[src/rtl/exc_commit_ctrl_pkg.sv]
// Shared CP0 definitions: ExcCode values, commit FSM encoding, exception vector.
package exc_commit_ctrl_pkg;

    localparam logic [4:0] EXC_INT  = 5'h00;
    localparam logic [4:0] EXC_ADEL = 5'h04;
    localparam logic [4:0] EXC_ADES = 5'h05;
    localparam logic [4:0] EXC_SYS  = 5'h08;
    localparam logic [4:0] EXC_BP   = 5'h09;
    localparam logic [4:0] EXC_RI   = 5'h0A;
    localparam logic [4:0] EXC_OV   = 5'h0C;

    localparam logic [31:0] EXC_VECTOR_DEFAULT = 32'hBFC00380;

    typedef enum logic [1:0] {
        ST_IDLE   = 2'd0,
        ST_WAIT   = 2'd1,
        ST_COMMIT = 2'd2,
        ST_FLUSH  = 2'd3
    } state_e;

    typedef struct packed {
        logic [31:0] pc;
        logic [4:0]  exc_code;
        logic [31:0] badvaddr;
        logic        is_in_ds;
        logic        is_eret;
    } commit_t;

endpackage

[src/rtl/exc_req_arbiter.sv]
// Priority select between interrupt, MEM exception and ERET, plus the data to capture.
// Purely combinational; interrupt > exception > ERET.
module exc_req_arbiter
    import exc_commit_ctrl_pkg::*;
(
    input  logic        m_valid,
    input  logic [31:0] m_pc,
    input  logic        m_is_exc,
    input  logic [4:0]  m_exc_code,
    input  logic [31:0] m_badvaddr,
    input  logic        m_is_in_ds,
    input  logic        m_is_eret,
    input  logic        status_exl,
    input  logic        status_ie,
    input  logic        int_pending,
    output logic        req,
    output commit_t     cap
);

    logic int_req;
    logic exc_req;
    logic eret_req;

    always_comb begin
        int_req  = m_valid & int_pending & status_ie & ~status_exl;
        exc_req  = m_valid & m_is_exc & ~m_is_eret;
        eret_req = m_valid & m_is_eret;
        req      = int_req | exc_req | eret_req;

        // EPC for a delay-slot instruction points at the branch (wraps at 0).
        cap.pc       = m_is_in_ds ? (m_pc - 32'd4) : m_pc;
        cap.exc_code = EXC_INT;
        cap.badvaddr = 32'h0;
        cap.is_in_ds = m_is_in_ds;
        cap.is_eret  = 1'b0;

        if (int_req) begin
            cap.exc_code = EXC_INT;
        end else if (exc_req) begin
            cap.exc_code = m_exc_code;
            cap.badvaddr = m_badvaddr;
        end else if (eret_req) begin
            cap.is_eret  = 1'b1;
        end
    end

endmodule

[src/rtl/exc_commit_ctrl.sv]
// Sequences exception/interrupt/ERET commits into CP0: capture, wait out memory stalls,
// one-cycle commit strobe, then hold flush for FLUSH_CYCLES cycles in total.
module exc_commit_ctrl
    import exc_commit_ctrl_pkg::*;
#(
    parameter logic [31:0] EXC_VECTOR   = EXC_VECTOR_DEFAULT,
    parameter int unsigned FLUSH_CYCLES = 2
) (
    input  logic        clk,
    input  logic        reset,
    input  logic        m_valid,
    input  logic [31:0] m_pc,
    input  logic        m_is_exc,
    input  logic [4:0]  m_exc_code,
    input  logic [31:0] m_badvaddr,
    input  logic        m_is_in_ds,
    input  logic        m_is_eret,
    input  logic        status_exl,
    input  logic        status_ie,
    input  logic        int_pending,
    input  logic [31:0] epc,
    input  logic        iram_stall,
    input  logic        dram_stall,
    output logic        c_valid,
    output logic [31:0] c_pc,
    output logic [4:0]  c_exc_code,
    output logic [31:0] c_badvaddr,
    output logic        c_is_in_ds,
    output logic        c_is_eret,
    output logic        flush,
    output logic        redirect_valid,
    output logic [31:0] redirect_pc,
    output logic        busy
);

    localparam logic [3:0] FLUSH_LOAD = 4'(FLUSH_CYCLES - 1);

    state_e     state_q, state_d;
    logic [3:0] cnt_q, cnt_d;
    commit_t    cap_q, cap_d;
    logic       c_valid_q, c_valid_d;
    logic       flush_q, flush_d;
    logic       redirect_valid_q, redirect_valid_d;

    logic       arb_req;
    commit_t    arb_cap;
    logic       stall;

    exc_req_arbiter u_arb (
        .m_valid     (m_valid),
        .m_pc        (m_pc),
        .m_is_exc    (m_is_exc),
        .m_exc_code  (m_exc_code),
        .m_badvaddr  (m_badvaddr),
        .m_is_in_ds  (m_is_in_ds),
        .m_is_eret   (m_is_eret),
        .status_exl  (status_exl),
        .status_ie   (status_ie),
        .int_pending (int_pending),
        .req         (arb_req),
        .cap         (arb_cap)
    );

    assign stall = iram_stall | dram_stall;

    // Requests are only sampled in IDLE so a captured event can't be overtaken or doubled.
    always_comb begin
        state_d = state_q;
        cnt_d   = cnt_q;
        cap_d   = cap_q;

        case (state_q)
            ST_IDLE: begin
                if (arb_req) begin
                    cap_d   = arb_cap;
                    state_d = stall ? ST_WAIT : ST_COMMIT;
                end
            end
            ST_WAIT: begin
                if (!stall) state_d = ST_COMMIT;
            end
            ST_COMMIT: begin
                cnt_d   = FLUSH_LOAD;
                state_d = (FLUSH_LOAD != 4'd0) ? ST_FLUSH : ST_IDLE;
            end
            ST_FLUSH: begin
                cnt_d = cnt_q - 4'd1;
                if (cnt_q <= 4'd1) state_d = ST_IDLE;
            end
            default: state_d = ST_IDLE;
        endcase

        c_valid_d        = (state_d == ST_COMMIT);
        redirect_valid_d = (state_d == ST_COMMIT);
        flush_d          = (state_d == ST_COMMIT) || (state_d == ST_FLUSH);
    end

    always_ff @(posedge clk) begin
        if (reset) begin
            state_q          <= ST_IDLE;
            cnt_q            <= 4'd0;
            cap_q            <= '0;
            c_valid_q        <= 1'b0;
            flush_q          <= 1'b0;
            redirect_valid_q <= 1'b0;
        end else begin
            state_q          <= state_d;
            cnt_q            <= cnt_d;
            cap_q            <= cap_d;
            c_valid_q        <= c_valid_d;
            flush_q          <= flush_d;
            redirect_valid_q <= redirect_valid_d;
        end
    end

    assign c_valid        = c_valid_q;
    assign c_pc           = cap_q.pc;
    assign c_exc_code     = cap_q.exc_code;
    assign c_badvaddr     = cap_q.badvaddr;
    assign c_is_in_ds     = cap_q.is_in_ds;
    assign c_is_eret      = cap_q.is_eret;
    assign flush          = flush_q;
    assign redirect_valid = redirect_valid_q;
    // EPC is taken live so a same-cycle CP0 write to EPC is honoured by ERET.
    assign redirect_pc    = !redirect_valid_q ? 32'h0 : (cap_q.is_eret ? epc : EXC_VECTOR);
    assign busy           = (state_q != ST_IDLE);

endmodule

[config.mk]
export PLATFORM = sky130hd
export DESIGN_NAME = exc_commit_ctrl
export DESIGN_NICKNAME = d
export VERILOG_FILES = /design/src/rtl/exc_commit_ctrl_pkg.sv /design/src/rtl/exc_req_arbiter.sv /design/src/rtl/exc_commit_ctrl.sv
export SDC_FILE = /design/constraint.sdc
export NUM_CORES = 1
export LEC_CHECK = 0
export BUFFER_PORTS_ARGS = -buffer_cell sky130_fd_sc_hd__buf_2
export CORE_MARGIN = 2
export CORE_UTILIZATION = 30
export CTS_CLUSTER_SIZE = 20
export DETAILED_ROUTE_END_ITERATION = 7
export SKIP_LAST_GASP = 1
export SYNTH_ARGS = -nofsm -noshare
export SYNTH_HDL_FRONTEND = slang
export SYNTH_SLANG_ARGS = --single-unit
export TNS_END_PERCENT = 100
[constraint.sdc]
create_clock -name clk -period 2 [get_ports clk]
set_input_delay 0.1 -clock clk [delete_from_list [all_inputs] [get_ports clk]]
set_output_delay 0.1 -clock clk [all_outputs]
set_load 0.005 [all_outputs]
## Word level (Yosys, flattened, before mapping)

Cells that the tools add are included.

| storage, ports and cells | value |
|---|---|
| register bits after elaboration | 79 |
| output and inout bits | 107 |
| logic and storage cells | 48 |

| cells by class | value |
|---|---|
| $add $sub $neg | 2 |
| order comparisons | 1 |
| equal/unequal tests | 5 |
| multiplexer cells | 15 |
| bitwise gates (word level) | 11 |
| reduce and logical (&&, ||, !) cells | 5 |

Operators by type and width:

| operator | count |
|---|---|
| $mux 32 | 4 |
| $mux 37 | 1 |
| $sub 32x3->32 const B | 1 |
| $eq 2x2->1 const B | 4 |
| $mux 2 | 4 |
| $pmux 2 s4 | 1 |
| $pmux 4 s2 | 1 |
| $and 1x1->1 | 6 |
| $mux 5 | 1 |
| $le 4x1->1 const B | 1 |
| $reduce_bool 2->1 | 2 |
| $sub 4x1->4 const B | 1 |
| $mux 1 | 3 |
| $or 1x1->1 | 3 |
| $eq 2x1->1 const B | 1 |
| $logic_not 2->1 | 1 |
| $not 1->1 | 2 |
| $reduce_and 2->1 | 1 |
| $logic_or 1x1->1 | 1 |

## Longest topological paths before layout

| logic depth | value |
|---|---|
| depth after elaboration | 9 |
| depth in mapped cells | 8 |

## By module

A second synthesis with hierarchy kept.

| unflattened totals | value |
|---|---|
| cell total of the unflattened synthesis | 536 |
| area, all modules | 4119.0 um2 |

By module, submodules not included:

| module | instances | cells each | area an instance (um2) |
|---|---|---|---|
| exc_commit_ctrl | 1 | 400 | 3148.0 |
| exc_req_arbiter | 1 | 136 | 970.9 |

## Least setup slack after synthesis

Ideal clock, no wire load.

| path | value |
|---|---|
| kind | register -> register |
| from | register state_q[1] |
| to | register cap_q (netlist bit c_badvaddr[0]) |
| library setup time | 0.065 ns |
| arrival | 2.040 ns |
| data required time | 1.935 ns |
| path slack | -0.105 ns |
| stages on the path, launching flop included | 7 |
| path buffers | 2 |
| clock period less this slack | 2.105 ns |
| cells stage by stage | dfxtp_1 > clkbuf_1 > or3b_2 > nor4b_2 > clkbuf_1 > a22oi_1 > nor2_1 |

| on the way | value |
|---|---|
| cells in the longest elaborated chain, start to end | 2 |

Ends and longest elaborated chain:

| what | RTL line | RTL |
|---|---|---|
| start: declaration | exc_commit_ctrl.sv:38 | `state_e state_q, state_d;` |
| start signal: assignment | exc_commit_ctrl.sv:107 | `state_q <= state_d;` |
| $logic_not 2->1 | exc_commit_ctrl.sv:72 | `case (state_q)` |
| $reduce_and 2->1 (no source line) | n/a |  |
| end signal: assignment | exc_commit_ctrl.sv:109 | `cap_q <= cap_d;` |
| end: declaration | exc_commit_ctrl.sv:40 | `commit_t cap_q, cap_d;` |

Every way passes these cells.
A chain may end at the register's enable or synchronous reset.

## Worst setup path after layout

| path | value |
|---|---|
| from | input port m_pc[8] |
| to | register cap_q (netlist bit c_pc[18]) |

| on the way | value |
|---|---|
| cells in the longest elaborated chain, start to end | 2 |

Ends and longest elaborated chain:

| what | RTL line | RTL |
|---|---|---|
| start: declaration | exc_commit_ctrl.sv:12 | `input logic [31:0] m_pc,` |
| $sub 32x3->32 | exc_req_arbiter.sv:31 | `cap.pc = m_is_in_ds ? (m_pc - 32'd4) : m_pc;` |
| $mux 32 | exc_req_arbiter.sv:31 |  |

Every way passes these cells.

==> summary.md <==
| Metric | Value |
|---|---|
| Die height | about 110 µm |
| Ys Warns | 0 |
| Post-DP HPWL | 8.99 mm |
| Post-CTS sizing | 0 |
| Slowest stage delay, CP | about 570 ps |
| Drt first-iter violations | approximately 250 |
| Post-layout util | 0.451 |
| Global-route wire length before repair | 18.0 mm |
| RSZ-0062 raised after global routing | no |
| Yosys cell types | 45 |
| Drc violations | 0 |
| Antenna viol nets, final | 0 |
| CTS tree | yes |
| Core Area | roughly 12000 µm² |
| Final Skew | around 8.0 ps |
| Final Slew Violations | 0 |
| All-layer global routing usage | 0.174 |
| Final hold vios | 0 |
| Area Overhead vs Synth | 47.2% |
| Clock Sinks | 78 |
| Clock share of power | 0.395 |
| Fmax | roughly 520 MHz |
| Rel. slew slack | 0.572 |
| Mapped cell area | about 3700 µm² |
| Max FO, Critical Path | 17 |
| Largest buffer count on any clock path | 2 |
| Power Dens Cells | 734 nW/µm² |
| Port bufs | 218 |
| Outcome | finished, final reports clean |
| Global route total overflow | 0 |
| Post-synthesis sequential area ratio | 0.426 |
| Antenna cells | 0 |
| Critical Path End Type | register |
| Setup bufs post-CTS | 0 |
| CP dominant cell by count | or4_1 |
| Fin crit period | 1920 ps |
| Crit path cell chain | buf_2, or4_1, or4_1, buf_4, or4_1, a31oi_1 |
| Startpoint class of the critical path | primary input |
| Pint | 2.83 mW |
| Post-Syn Nets | about 550 |
| Crit path required time | between 2000 and 2500 ps |
| Sequential Power Share | 0.434 |
| Async set-or-reset flop fraction in the synthesized netlist | 0 |
| Period utilization | 0.962 |
| Post-synth EDFFs | 0 |
| Gate Count Post-Synth | between 400 and 500 |
| CTS H-tree lvls | 3 |
| R2R depth | 5 |
| Share of cells above drive strength 1 | 0.413 |
| Crit path DAT | ~2200 ps |
| Max cap viols | 0 |
| Initial Util | 0.306 |
| Initial antenna violation count | 2 |
| Largest net degree at the start of global routing | between 60 and 70 |
| Vias in the first global route | 3783 |
| Post-DR vias/cell | approximately 5.1 |
| Setup WS pre-CTS | -264 ps |
| Switch Pwr | around 1.1 mW |
| Final setup margin | 76.2 ps |
| Clock transition at path regs | ~70 ps |
| Cell row count | 40 |
| Full die area | roughly 13000 µm² |
| Top Ports | 219 |
| Worst slew pin tran | between 600 and 700 ps |
| Routed via count | 4172 |
| Drt wl/cell | ~15 µm |
| Pleak | ~2.6 nW |
| Hold Buf Count CTS | 3 |
| WS Path Type | in -> reg |
| Total Power | between 3 and 4 mW |
| Routability Congestion | 0.863 |
| Post-synth top flop | dfxtp_1 |
| Final #Nets | roughly 780 |
| Min-delay worst type | in -> reg |
| Synthesized flop and latch total | 78 |
| Sw frac | 0.285 |
| Root buf cell | clkbuf_16 |
| Setup TNS | 0 ps |
| Setup-failing EPs final | 0 |
| DR pass1 iterations | 4 |
| Avg Inst Size Synth | around 8.4 µm² |
| Chip Width | 115 µm |
| Clk Latency, worst-skew pair | between 300 and 400 ps |
| Comb pwr share | 0.172 |
| Hold Path Stages | 3 |
| Fin Hold WS | between 9 and 10 ps |
| Slowest stage cell, crit path | or4_1 |
| CTS buffer count | 9 |
| Routed WL | between 10 and 15 mm |
| VDD IR max | approximately 0.0003 V |
==> synthesized netlist by cell type, types with 3 or more instances <==
cell type | n | area share
xor2_1 | 5 | 0.012
ha_1 | 3 | 0.010
a21boi_0 | 12 | 0.025
o31ai_1 | 10 | 0.020
a211oi_1 | 6 | 0.012
clkbuf_1 | 30 | 0.031
mux2i_1 | 3 | 0.0082
nand3_1 | 4 | 0.0055
xnor2_1 | 6 | 0.014
or4_1 | 18 | 0.037
nor2_1 | 64 | 0.066
o21ai_0 | 26 | 0.035
a21oi_1 | 14 | 0.019
nand2_1 | 13 | 0.013
or2_2 | 5 | 0.0085
and3_1 | 20 | 0.034
a31oi_1 | 10 | 0.017
nor3_1 | 3 | 0.0041
a311oi_1 | 6 | 0.014
inv_1 | 20 | 0.020
or3_1 | 13 | 0.022
a22oi_1 | 38 | 0.078
dfxtp_1 | 78 | 0.43
nor4_1 | 3 | 0.0051
==> final cells by class <==
cell class / instances / area (µm²)
Timing Repair Buffer: 251 / 1380
Clock inverter: 7 / 57.6
Sequential cell: 78 / 1560
Inverter: 20 / 75.1
Clock buffer: 9 / 225
Fill cell: 1187 / 6570
Tap cell: 147 / 184
Multi-Input combinational cell: 303 / 1910
==> worst max-delay path: cells and delay by family <==
kind / cells / cell delay (ps)
AOI/OAI and AO/OA: 1 / 160
buffers and inverters: 2 / 330
and+or+nand+nor: 3 / 1600
==> registers in the layout, indices dropped and copies added (netlist names) <==
name / flops
c_badvaddr: 32
c_pc: 32
c_exc_code: 5
cnt_q: 4
state_q: 2
c_is_eret: 1
c_is_in_ds: 1
redirect_valid: 1
==> power groups by stage <==
stage	Sequential, mW	Clock (mW)	Combinational, mW
after floorplan	1.75	0	0.309
after global placement	1.75	0	0.669
after detailed placement	1.75	0	0.679
after CTS	1.72	1.61	0.686
after global routing	1.73	1.67	0.757
final	1.72	1.56	0.680
==> stage by stage <==
stage	instance area [µm²]	cells
6_report	5400	815
2_1_floorplan	3670	437
4_1_cts	5400	815
5_1_grt	5400	815
3_5_place_dp	5080	796
3_3_place_gp	5080	796
==> final timing paths <==
kind,start,end,slack (ps)
setup / recovery,m_pc[8],c_pc[18],80
hold / removal,m_badvaddr[0],c_badvaddr[0],10
setup reg to reg,state_q[0],c_badvaddr[30],290
hold reg to reg,c_pc[1],c_pc[1],460
==> logic make-up (layout without fill, tap and decap cells) <==
kind of cell / after synthesis / count (layout) / synth area share
compound gates: 131 / 131 / 0.242
fa+ha+maj: 3 / 3 / 0.0102
mux: 3 / 3 / 0.00819
simple gates: 155 / 155 / 0.226
xor+xnor: 11 / 11 / 0.0263
flops: 78 / 78 / 0.426
buf+inv: 56 / 287 / 0.0611
==> metal layers <==
metal  up-vias  wire length (µm)  global-route usage  part of all wire
li1       2053                 -                   -                 -
met4         0               181              0.0585             0.015
met1      1949              4840               0.194              0.40
met2       156              6230               0.326              0.52
met5         -                 0                   0                 0
met3        14               822              0.0349             0.068
==> cells in the final DEF (no fill, tap or decap), drive strengths merged, types with 2 or more instances in the layout <==
cell type and n:
or4 19, dfxtp 78, or2 5, a31oi 10, nand3b 2, nand2 13
clkbuf 9, mux2i 3, a211oi 6, nor4b 3, a22oi 38, or3 13
nand3 4, buf 248, ha 3, clkinvlp 2, a311oi 6, clkinv 3
nor3 3, o31ai 10, a21oi 14, o211ai 2, inv 22, a21boi 12
o21ai 26, xnor2 6, xor2 5, dlygate4sd3 3, and3 20, nor4 3
nor2 64, or3b 2
Power figures use the tool's default switching activity.
